<file path="src/rtl/uart_tx_sched.sv">
// Round-robin scheduler sharing one 8N1 UART transmitter among NUM_REQ byte-stream requesters.
// Optional statistics outputs (tx_byte_cnt_o, abort_cnt_o) are built when UART_SCHED_STATS_EN is defined.
module uart_tx_sched #(
   parameter int NUM_REQ  = 2,
   parameter int TIMEOUT  = 50000,
   parameter int ACK_WAIT = 3
) (
   input  logic                 sys_clk_i,
   input  logic                 sys_rst_n_i,
   input  logic [NUM_REQ-1:0]   req_valid_i,
   input  logic [8*NUM_REQ-1:0] req_dat_i,
   input  logic [NUM_REQ-1:0]   req_last_i,
   output logic [NUM_REQ-1:0]   req_ready_o,
   output logic [NUM_REQ-1:0]   grant_o,
   output logic                 uart_wr_o,
   output logic [7:0]           uart_dat_o,
   input  logic                 uart_busy_i,
   output logic                 sched_busy_o,
   output logic                 abort_o
`ifdef UART_SCHED_STATS_EN
   ,
   output logic [15:0]          tx_byte_cnt_o,
   output logic [7:0]           abort_cnt_o
`endif
);

   localparam int             IW       = (NUM_REQ > 1) ? $clog2(NUM_REQ) : 1;
   localparam logic [15:0]    TO_LAST  = 16'(TIMEOUT - 1);
   localparam logic [3:0]     ACK_LAST = 4'(ACK_WAIT - 1);

   typedef enum logic [2:0] {
      ST_IDLE,
      ST_LOAD,
      ST_SEND,
      ST_ACK,
      ST_DRAIN
   } state_t;

   state_t             state_q, state_d;
   logic [IW-1:0]      rr_ptr_q, rr_ptr_d;
   logic [IW-1:0]      gidx_q, gidx_d;
   logic [NUM_REQ-1:0] grant_d;
   logic [NUM_REQ-1:0] ready_d;
   logic               wr_d;
   logic [7:0]         dat_d;
   logic               abort_d;
   logic               last_q, last_d;
   logic [15:0]        to_cnt_q, to_cnt_d;
   logic [3:0]         ack_cnt_q, ack_cnt_d;
   logic               hit;
   logic [IW-1:0]      hit_idx;

   // Index arithmetic modulo NUM_REQ, valid for any requester count, not only powers of two.
   function automatic logic [IW-1:0] wrap_add(input logic [IW-1:0] base, input int off);
      int sum;
      sum = int'(base) + off;
      if (sum >= NUM_REQ) sum = sum - NUM_REQ;
      return IW'(sum);
   endfunction

   // Round-robin search: first valid requester at or after rr_ptr_q.
   always_comb begin
      hit     = 1'b0;
      hit_idx = rr_ptr_q;
      for (int i = 0; i < NUM_REQ; i++) begin
         if (!hit && req_valid_i[wrap_add(rr_ptr_q, i)]) begin
            hit     = 1'b1;
            hit_idx = wrap_add(rr_ptr_q, i);
         end
      end
   end

   // NOTE: every signal assigned below gets a default first, so no path leaves one unassigned and no latch is inferred.
   always_comb begin
      state_d   = state_q;
      rr_ptr_d  = rr_ptr_q;
      gidx_d    = gidx_q;
      grant_d   = grant_o;
      ready_d   = '0;
      wr_d      = 1'b0;
      dat_d     = uart_dat_o;
      abort_d   = 1'b0;
      last_d    = last_q;
      to_cnt_d  = to_cnt_q;
      ack_cnt_d = ack_cnt_q;

      unique case (state_q)
         ST_IDLE: begin
            if (hit) begin
               gidx_d           = hit_idx;
               grant_d          = '0;
               grant_d[hit_idx] = 1'b1;
               to_cnt_d         = '0;
               state_d          = ST_LOAD;
            end
         end

         ST_LOAD: begin
            if (req_valid_i[gidx_q]) begin
               ready_d[gidx_q] = 1'b1;
               dat_d           = req_dat_i[{gidx_q, 3'b000} +: 8];
               last_d          = req_last_i[gidx_q];
               to_cnt_d        = '0;
               state_d         = ST_SEND;
            end else if (to_cnt_q == TO_LAST) begin
               // Stalled packet: give up so the other requesters are not starved.
               abort_d  = 1'b1;
               grant_d  = '0;
               rr_ptr_d = wrap_add(gidx_q, 1);
               to_cnt_d = '0;
               state_d  = ST_IDLE;
            end else begin
               to_cnt_d = to_cnt_q + 16'd1;
            end
         end

         ST_SEND: begin
            if (!uart_busy_i) begin
               wr_d      = 1'b1;
               ack_cnt_d = '0;
               state_d   = ST_ACK;
            end
         end

         ST_ACK: begin
            // Bounded wait: a missed strobe must not lock the scheduler up.
            if (uart_busy_i || ack_cnt_q == ACK_LAST) begin
               ack_cnt_d = '0;
               state_d   = ST_DRAIN;
            end else begin
               ack_cnt_d = ack_cnt_q + 4'd1;
            end
         end

         ST_DRAIN: begin
            if (!uart_busy_i) begin
               if (last_q) begin
                  grant_d  = '0;
                  rr_ptr_d = wrap_add(gidx_q, 1);
                  state_d  = ST_IDLE;
               end else begin
                  state_d  = ST_LOAD;
               end
            end
         end

         default: state_d = ST_IDLE;
      endcase
   end

   // NOTE: state is updated with non-blocking assignments so every flop samples the pre-edge values.
   always_ff @(posedge sys_clk_i or negedge sys_rst_n_i) begin
      if (!sys_rst_n_i) begin
         state_q      <= ST_IDLE;
         rr_ptr_q     <= '0;
         gidx_q       <= '0;
         grant_o      <= '0;
         req_ready_o  <= '0;
         uart_wr_o    <= 1'b0;
         uart_dat_o   <= 8'h00;
         abort_o      <= 1'b0;
         sched_busy_o <= 1'b0;
         last_q       <= 1'b0;
         to_cnt_q     <= '0;
         ack_cnt_q    <= '0;
      end else begin
         state_q      <= state_d;
         rr_ptr_q     <= rr_ptr_d;
         gidx_q       <= gidx_d;
         grant_o      <= grant_d;
         req_ready_o  <= ready_d;
         uart_wr_o    <= wr_d;
         uart_dat_o   <= dat_d;
         abort_o      <= abort_d;
         sched_busy_o <= (state_d != ST_IDLE);
         last_q       <= last_d;
         to_cnt_q     <= to_cnt_d;
         ack_cnt_q    <= ack_cnt_d;
      end
   end

`ifdef UART_SCHED_STATS_EN
   // Counters advance with the registered pulses they count and stick at all-ones.
   always_ff @(posedge sys_clk_i or negedge sys_rst_n_i) begin
      if (!sys_rst_n_i) begin
         tx_byte_cnt_o <= '0;
         abort_cnt_o   <= '0;
      end else begin
         if (wr_d && tx_byte_cnt_o != 16'hFFFF) tx_byte_cnt_o <= tx_byte_cnt_o + 16'd1;
         if (abort_d && abort_cnt_o != 8'hFF)   abort_cnt_o   <= abort_cnt_o + 8'd1;
      end
   end
`else
   // Statistics counters are not present in this build.
`endif

   a_grant_onehot: assert property (@(posedge sys_clk_i) disable iff (!sys_rst_n_i)
      $onehot0(grant_o));
   a_wr_single: assert property (@(posedge sys_clk_i) disable iff (!sys_rst_n_i)
      uart_wr_o |=> !uart_wr_o);
   a_busy_grant: assert property (@(posedge sys_clk_i) disable iff (!sys_rst_n_i)
      sched_busy_o == (grant_o != '0));

endmodule

</file>
<file path="config.mk">
export PLATFORM = sky130hd
export DESIGN_NAME = uart_tx_sched
export DESIGN_NICKNAME = d
export VERILOG_FILES = /design/src/rtl/uart_tx_sched.sv
export SDC_FILE = /design/constraint.sdc
export NUM_CORES = 1
export LEC_CHECK = 0
export CORE_MARGIN = 1.5
export CORE_UTILIZATION = 42
export CTS_CLUSTER_DIAMETER = 60
export DETAILED_ROUTE_END_ITERATION = 8
export GPL_ROUTABILITY_DRIVEN = 0
export PLACE_DENSITY = 0.68
export SETUP_SLACK_MARGIN = 0.02
export SYNTH_ARGS = -nofsm -noshare
export SYNTH_HDL_FRONTEND = slang
export SYNTH_SLANG_ARGS = --single-unit
</file>
<file path="constraint.sdc">
create_clock -name sys_clk_i -period 2.82 [get_ports sys_clk_i]
set_clock_uncertainty 0.15 [all_clocks]
set_input_delay 0.564 -clock sys_clk_i [delete_from_list [all_inputs] [get_ports sys_clk_i]]
set_output_delay 0.564 -clock sys_clk_i [all_outputs]
set_load 0.005 [all_outputs]
</file>
# After elaboration in Yosys (flattened, before gate mapping)
# Cells that the tools add are included.
[totals]
ff_bits = 41
latch_bits = 0
mem_bits_rw = 0
romBits = 0
word_cells = 110
n_memories = 0
[classes]
addsub = 7
n_mul = 0
div = 0
n_lt_le_gt_ge = 9
n_eq_ne = 12
n_shift = 1
n_mux = 52
bitwise = 0
n_reduce_logical = 17
[ops]
columns = ["op", "n"]
rows = [
  ["$mux 16", 3],
  ["$pmux 16 s2", 1],
  ["$mux 1", 27],
  ["$mux 3", 6],
  ["$add 16x1->16 const B", 1],
  ["$eq 16x16->1 const B", 1],
  ["$shiftx 16x5->8", 1],
  ["$pmux 3 s5", 1],
  ["$mux 2", 7],
  ["$ne 2x2->1 const B", 6],
  ["$lt 1x2->1 const B", 4],
  ["$mux 4", 2],
  ["$pmux 4 s2", 1],
  ["$reduce_and 2->1", 4],
  ["$eq 3x2->1 const B", 2],
  ["$pmux 2 s3", 1],
  ["$reduce_and 6->1", 1],
  ["$reduce_bool 2->1", 3],
  ["$reduce_bool 3->1", 2],
  ["$reduce_and 5->1", 1],
  ["$add 1x1->2 const B", 2],
  ["$add 4x1->4 const B", 1],
  ["$eq 4x2->1 const B", 1],
  ["$ge 2x2->1 const B", 2],
  ["11 further kinds", 17],
]

# Longest topological paths before layout
# Gate-level depths: netlist of run 1.
[depth]
depth_word = 14
ltp_mapped = 7
depth_no_buf = 6

# Worst setup path before layout of run 1
# Ideal clock, no wire load.
[synth_timing]
path_kind = "register -> register"
start = "register to_cnt_q[0]"
end = "register to_cnt_q[14]"
setup_time_ns = 0.080
arrival_ns = 1.765
path_slack_ns = 0.825
stages_incl_launch_ff = 6
path_cell_list = "dfrtp_1 -> ha_1 -> nand3_2 -> or4_1 -> or3b_1 -> mux2i_1"
[synth_between]
elab_chain_cells = 4
[synth_rtl]
columns = ["item", "line_no", "source"]
rows = [
  ["start, declared", "48", "logic [15:0] to_cnt_q, to_cnt_d;"],
  ["start signal, assigned", "177", "to_cnt_q <= to_cnt_d;"],
  ["$add 16x1->16 or $eq 16x16->1 (tied branches)", "113, 105", ""],
  ["$mux 16 (*)", "105", "end else if (to_cnt_q == TO_LAST) begin"],
  ["$mux 16 (*)", "99", "if (req_valid_i[gidx_q]) begin"],
  ["$pmux 16 s2 (*)", "87", "unique case (state_q)"],
]
# Every way passes the cells marked *; elsewhere a longest branch is shown, timed or not.
# A chain may end at the register's enable or synchronous reset.

# Worst setup path after layout of run 1
[layout_timing]
start = "input port req_valid_i[1]"
end = "register rr_ptr_q"
[layout_between]
elab_chain_cells = 4
[layout_rtl]
columns = ["item", "line_no", "source"]
rows = [
  ["start, declared", "10", "input logic [NUM_REQ-1:0] req_valid_i,"],
  ["$mux 1 (not written as such) (2 in a row)", "99", ""],
  ["$ne 2x2->1 (no line)", "n/a", ""],
  ["$reduce_and 5->1 (no line)", "n/a", ""],
  ["end signal, assigned", "168", "rr_ptr_q <= rr_ptr_d;"],
  ["end, declared", "40", "logic [IW-1:0] rr_ptr_q, rr_ptr_d;"],
]
# Every way passes these cells. The select of a mux whose other input is x is not followed.

==> metrics.cfg, run 1 <==
[pwr]
p_sw_uw = 765.0
pwr-share-seq_pct = 38.8
ir_worst_vdd_v = 0.0004625
power.share.clock_pct = 21.9
combPwrFrac_pct = 39.3
swShare_pct = 34.37
power_density_mw_per_mm2 = 808.1
p_int_mw = 1.461
leakage_nw = 1.157

[floorplanning]
die_y_um = 75.16
die-area_sq_mm = 0.005649
die_w_um = 75.16
num_rows = 26
core_area_sq_mm = 0.005075
pin_count = 38
start_util_pct = 43.10

[critical_path]
required_ns = 2.88
path_common_cell = mux2i_1
cp_max_fo = 8
critPathMaxStageDelay_ns = 0.53
critPathArrivalTime_ns = 2.32
worst_path_max_delay_cell = clkdlybuf4s50_1
start_kind = primary input
endpoint_kind = flip-flop
path_class = primary input to flip-flop
worstPathCellList = clkdlybuf4s50_1, mux2i_1, nand3_1, o21ai_0, mux2i_1

[status]
outcome = completed

[timing]
setup_viol = 0
slew_viol_final = 0
fin_setup_tns_ns = 0
rsz0062_at_grt = no
fin_crit_ns = 2.255
hold_ws_ns = 0.1157
relSlewSlack_pct = 62.10
finalHoldViolCount = 0
fin_ws_ns = 0.5652
max_freq_mhz = 443.5
finalCritPeriodShare_pct = 79.96
worst_pin_slew_ns = 0.5686

[placement]
pre_cts_ws_ns = 0.2868
dp_hpwl_um = 3451
port_buffers = 37

[drt]
wl_um = 4821
ant_nets = 0
drt_iter0_markers = 114
drc = 0
firstDrtPassIters = 4
vias = 1876
routedWlPerCell_um = 14.31
viasPerCell = 5.567

[global_route]
grt_max_degree = 26
antenna_found_initial = 0
track_usage_pct = 18.93
grt_pass1_vias = 1745
grt_first_pass_wirelength_um = 8114
grt_overflow = 0

[synthesis]
synth_edf_count = 0
async_reset_ff_share_pct = 100.0
yosysTopAreaCellShare_pct = 46.91
ys_warn_count = 0
ys.flop_type = dfrtp_1
synth_area_sq_mm = 0.002187
synth_top_area_cell = dfrtp_1
synthDistinctLibCells = 50
synth_seq_cells = 41
syn_inst = 228
synth_nets = 254
syn_area_per_cell_sq_um = 9.593
synthMostInstantiatedCell = dfrtp_1
synthTopCellsByCount = 41 x dfrtp_1, 19 x nand2_1, 17 x nor2_1
ys_top_cells_by_area = dfrtp_1 47%, mux2i_1 6.4%, nand2_1 3.3%
ys_seq_area_share_pct = 46.91

[clock_network]
cts_root_buf = clkbuf_8
cts_resized = 0
numCtsBuffers = 5
cts.htree.levels = 2
cts_sinks = 41
clock_latency_ns = 0.29
cts_tree = done
cts_buffer_depth = 2
cts.clk_slew.worst_paths_ns = 0.08
post-cts-setup-buffers = 0
hold_buffers = 0

[finish]
syn_to_final_growth_pct = 25.92
drive_gt1_share_pct = 8.989
final_nets = 292
antenna_cells = 0
fill_cells = 480

[job]
cap_violations = 0

[worst_hold_path]
worstHoldPathType = primary input to async pin

[per-stage QoR]
stage	utilization, %	cells	cell area (sq um)	power (mW)
3_5_place_dp	51.97	329	2638	1.750
2_1_floorplan	-	228	2187	1.378
4_1_cts	54.27	337	2754	2.245
6_report	54.27	337	2754	2.226
3_3_place_gp	51.97	329	2638	1.738
5_1_grt	54.27	337	2754	2.388
[worst paths after layout]
| check | from | endpoint | slack [ns] | depth (start not counted) |
|---|---|---|---|---|
| worst min-delay path | sys_rst_n_i | to_cnt_q[14] | 0.12 | 1 |
| worst max-delay path | req_valid_i[1] | rr_ptr_q | 0.57 | 5 |
| max in group asynchronous | sys_rst_n_i | to_cnt_q[8] | 1.85 | 2 |
| min in group sys_clk_i | to_cnt_q[15] | to_cnt_q[15] | 0.33 | 1 |
| worst max register to register | to_cnt_q[0] | to_cnt_q[14] | 0.63 | 5 |
| worst min register to register | to_cnt_q[15] | to_cnt_q[15] | 0.33 | 1 |
[layer usage]
layer | GRT usage (%) | wire length (um)
met1 | 25.42 | 2284
met4 | 5.952 | 63
met2 | 30.19 | 2247
met5 | 0 | 0
met3 | 4.819 | 225
[worst max-delay path, delay by kind of cell]
| kind | cells | cell delay, ns |
|---|---|---|
| buffers and inverters | 1 | 0.53 |
| AND/OR/NAND/NOR | 1 | 0.22 |
| multiplexers | 2 | 0.53 |
| AO/OA/AOI/OAI | 1 | 0.48 |
[power groups by stage]
stage	clock [mW]	sequential, mW	combinational (mW)
6_report	0.488	0.864	0.874
5_1_grt	0.524	0.889	0.975
4_1_cts	0.503	0.863	0.880
3_5_place_dp	0	0.873	0.877
3_3_place_gp	0	0.871	0.867
2_1_floorplan	0	0.837	0.542
[kinds of logic after synthesis]
logic type      Yosys count  synth area share, %
compound gates           53                15.27
xor+xnor                  1               0.4005
flops                    41                46.91
simple gates             96                25.57
fa+ha+maj                 3                1.716
mux                      14                6.407
buf+inv                  20                3.719
[area by class of cell]
class / instances / area (sq um) / share of cell area, %
Multi-Input combinational cell: 167 / 1080 / 39.21
Sequential cell: 41 / 1026 / 37.26
Timing Repair Buffer: 44 / 417.9 / 15.17
Tap cell: 70 / 87.58 / 3.180
Clock buffer: 7 / 86.33 / 3.135
Clock inverter: 1 / 30.03 / 1.090
Inverter: 7 / 26.28 / 0.9541
[registers in the layout (all words and copies together), names as in the netlist, 2 cells and up]
| name | flops |
|---|---|
| ack_cnt_q | 4 |
| grant_o | 2 |
| req_ready_o | 2 |
| state_q | 3 |
| to_cnt_q | 16 |
| uart_dat_o | 8 |
[cell usage in the layout, fill, tap and decap left out, drive strengths merged, types with 4 or more instances in the layout]
master	count
a21oi	11
a31oi	11
buf	8
clkbuf	7
clkdlybuf4s50	36
dfrtp	41
inv	7
mux2i	14
nand2	19
nand3	15
nand3b	4
nand4	6
nor2	17
nor3	6
nor3b	5
nor4	4
o21ai	11
Power figures use the tool's default switching activity.
==> inputs of run 2 (changes only) <==
PLACE_DENSITY = 0.7   (was 0.68)
clock period = 1.98 ns   (was 2.82 ns; I/O delays follow)
==> run 2 against run 1 <==
- final cell count is 12% higher
- via count is 8.7% higher
- combinational power is 69% higher
- critical path depth stayed put
- total power is 45% higher
- core utilization is 6.4 points higher
- sequential power is 39% higher
- hold slack better by 0.20 ns
- clock power is 14% higher
- sequential cell count stayed put
- setup slack worse by 0.51 ns
- count of clock-buffer cells in the layout stayed put
==> metrics.cfg, run 2 (same netlist as run 1, synthesis figures left out) <==
[critical_path]
start_kind = flip-flop
critPathMaxStageDelay_ns = 0.54
path_class = flip-flop to flip-flop
critPathArrivalTime_ns = 1.99
cp_max_fo = 3
timing.rr.start = to_cnt_q[11]
worst_path_max_delay_cell = or4_4
cp_num_buf_inv = 1
cp-startpoint = to_cnt_q[11]
required_ns = 2.05
worstPathCellList = buf_6, nand4_1, or4_4, or3b_1, mux2i_1
endpoint_kind = flip-flop
crit_family = simple AND/OR/NAND/NOR gates

[floorplanning]
start_util_pct = 43.10
die-area_sq_mm = 0.005649
die_w_um = 75.16
num_rows = 26
core_area_sq_mm = 0.005075
die_y_um = 75.16
pin_count = 38

[drt]
routedWlPerCell_um = 14.27
drt_iter0_markers = 173
viasPerCell = 5.423
wl_um = 5366
firstDrtPassIters = 4
drc = 0
ant_nets = 0
vias = 2039

[finish]
final_nets = 332
final_common_cell = buf_4
drive_gt1_share_pct = 22.55
stdcell_count = 376
top_register = to_cnt_q
largest_reg_flops = 16
final_cell_area_sq_mm = 0.003077
antenna_cells = 0
syn_to_final_growth_pct = 40.67
top_regs = to_cnt_q (16), uart_dat_o (8), ack_cnt_q (4)
final_cell_mix = 41 x buf_4, 38 x dfrtp_1, 36 x clkdlybuf4s50_1

[timing]
finalHoldViolCount = 0
worst_pin_slew_ns = 0.5255
fin_ws_ns = 0.05927
fin_setup_tns_ns = 0
fin_crit_ns = 1.921
finalCritPeriodShare_pct = 97.01
setup_viol = 0
rsz0062_at_grt = yes
slew_viol_final = 0
max_freq_mhz = 520.6
relSlewSlack_pct = 64.96

[clock_network]
cts.htree.levels = 2
cts_buffer_depth = 2
clock_latency_ns = 0.29
cts.clk_slew.worst_paths_ns = 0.07
cts_root_buf = clkbuf_8
cts_tree = done
numCtsBuffers = 5
cts_sinks = 41

[global_route]
grt_pass1_vias = 1891
grt_first_pass_wirelength_um = 8645
track_usage_pct = 20.06
antenna_found_initial = 0
grt_overflow = 0
grt_max_degree = 23

[pwr]
ir_worst_vdd_v = 0.0007111
leakage_nw = 1.346
power_density_mw_per_mm2 = 1049
total_power_mw = 3.229

[worst_hold_path]
hp-start = to_cnt_q[15]
worstHoldPathType = flip-flop to flip-flop

[placement]
place_area_sq_mm = 0.002888
pre_cts_ws_ns = -0.07757
dp_hpwl_um = 3720
post-place-cells = 359
port_buffers = 37

[status]
outcome = completed

[job]
cap_violations = 0

[run 2: cell types whose count changed in the layout (fill, tap and decap cells not counted), sizes merged]
cell         change
buf             +39
bufinv           -1
dlygate4sd3      +1
[run 2: cell type report]
class | instances | area [sq um]
Timing Repair Buffer | 84 | 742.0
Tap cell | 70 | 87.58
Sequential cell | 41 | 1030
Multi-Input combinational cell | 167 | 1105
Clock buffer | 7 | 86.33
Fill cell | 439 | 1998
Inverter | 7 | 26.28
[run 2: stage by stage]
step           utilization (%)  hold WS (ns)
5_1_grt                  60.63        0.3557
3_5_place_dp             56.90        0.2653
4_1_cts                  58.93        0.3195
3_3_place_gp             56.90        0.2486
6_report                 60.63        0.3181
2_1_floorplan                -      -0.04959
[run 2: worst reg2reg max path, stage by stage (launching register included)]
cell and delay [ns]:
dfrtp_1 0.37, buf_6 0.11, nand4_1 0.19, or4_4 0.55, or3b_1 0.36, mux2i_1 0.12
[run 2: final timing paths]
kind | end | slack, ns | depth (start not counted)
min in group asynchronous | uart_dat_o[5] | 0.46 | 2
max reg2reg | to_cnt_q[14] | 0.06 | 5
min reg2reg | to_cnt_q[15] | 0.32 | 1
min | to_cnt_q[15] | 0.32 | 1
max | to_cnt_q[14] | 0.06 | 5
max in group asynchronous | to_cnt_q[0] | 0.72 | 3
[run 2: per-layer routing]
metal | up-vias | wire, um | GRT usage (%)
li1 | 1000 | - | -
met1 | 968 | 2390 | 26.75
met2 | 62 | 2587 | 31.96
met3 | 9 | 320 | 5.622
met4 | 0 | 68 | 6.151
met5 | - | 0 | 0
[run 2: what timing repair did]
item                                    4_1_cts  5_1_grt
pin swaps                                     0        2
buffers inserted                              0        8
gates resized for setup                       3        6
hold buffers                                  1        0
hold endpoints to repair                     21        0
endpoints found under the setup margin        2       10
gates cloned                                  0        1
[run 2: where the power goes]
part | internal (mW) | switching (mW)
Sequential | 1.05 | 0.142
Combinational | 0.758 | 0.720
Clock | 0.277 | 0.278
Total | 2.09 | 1.14
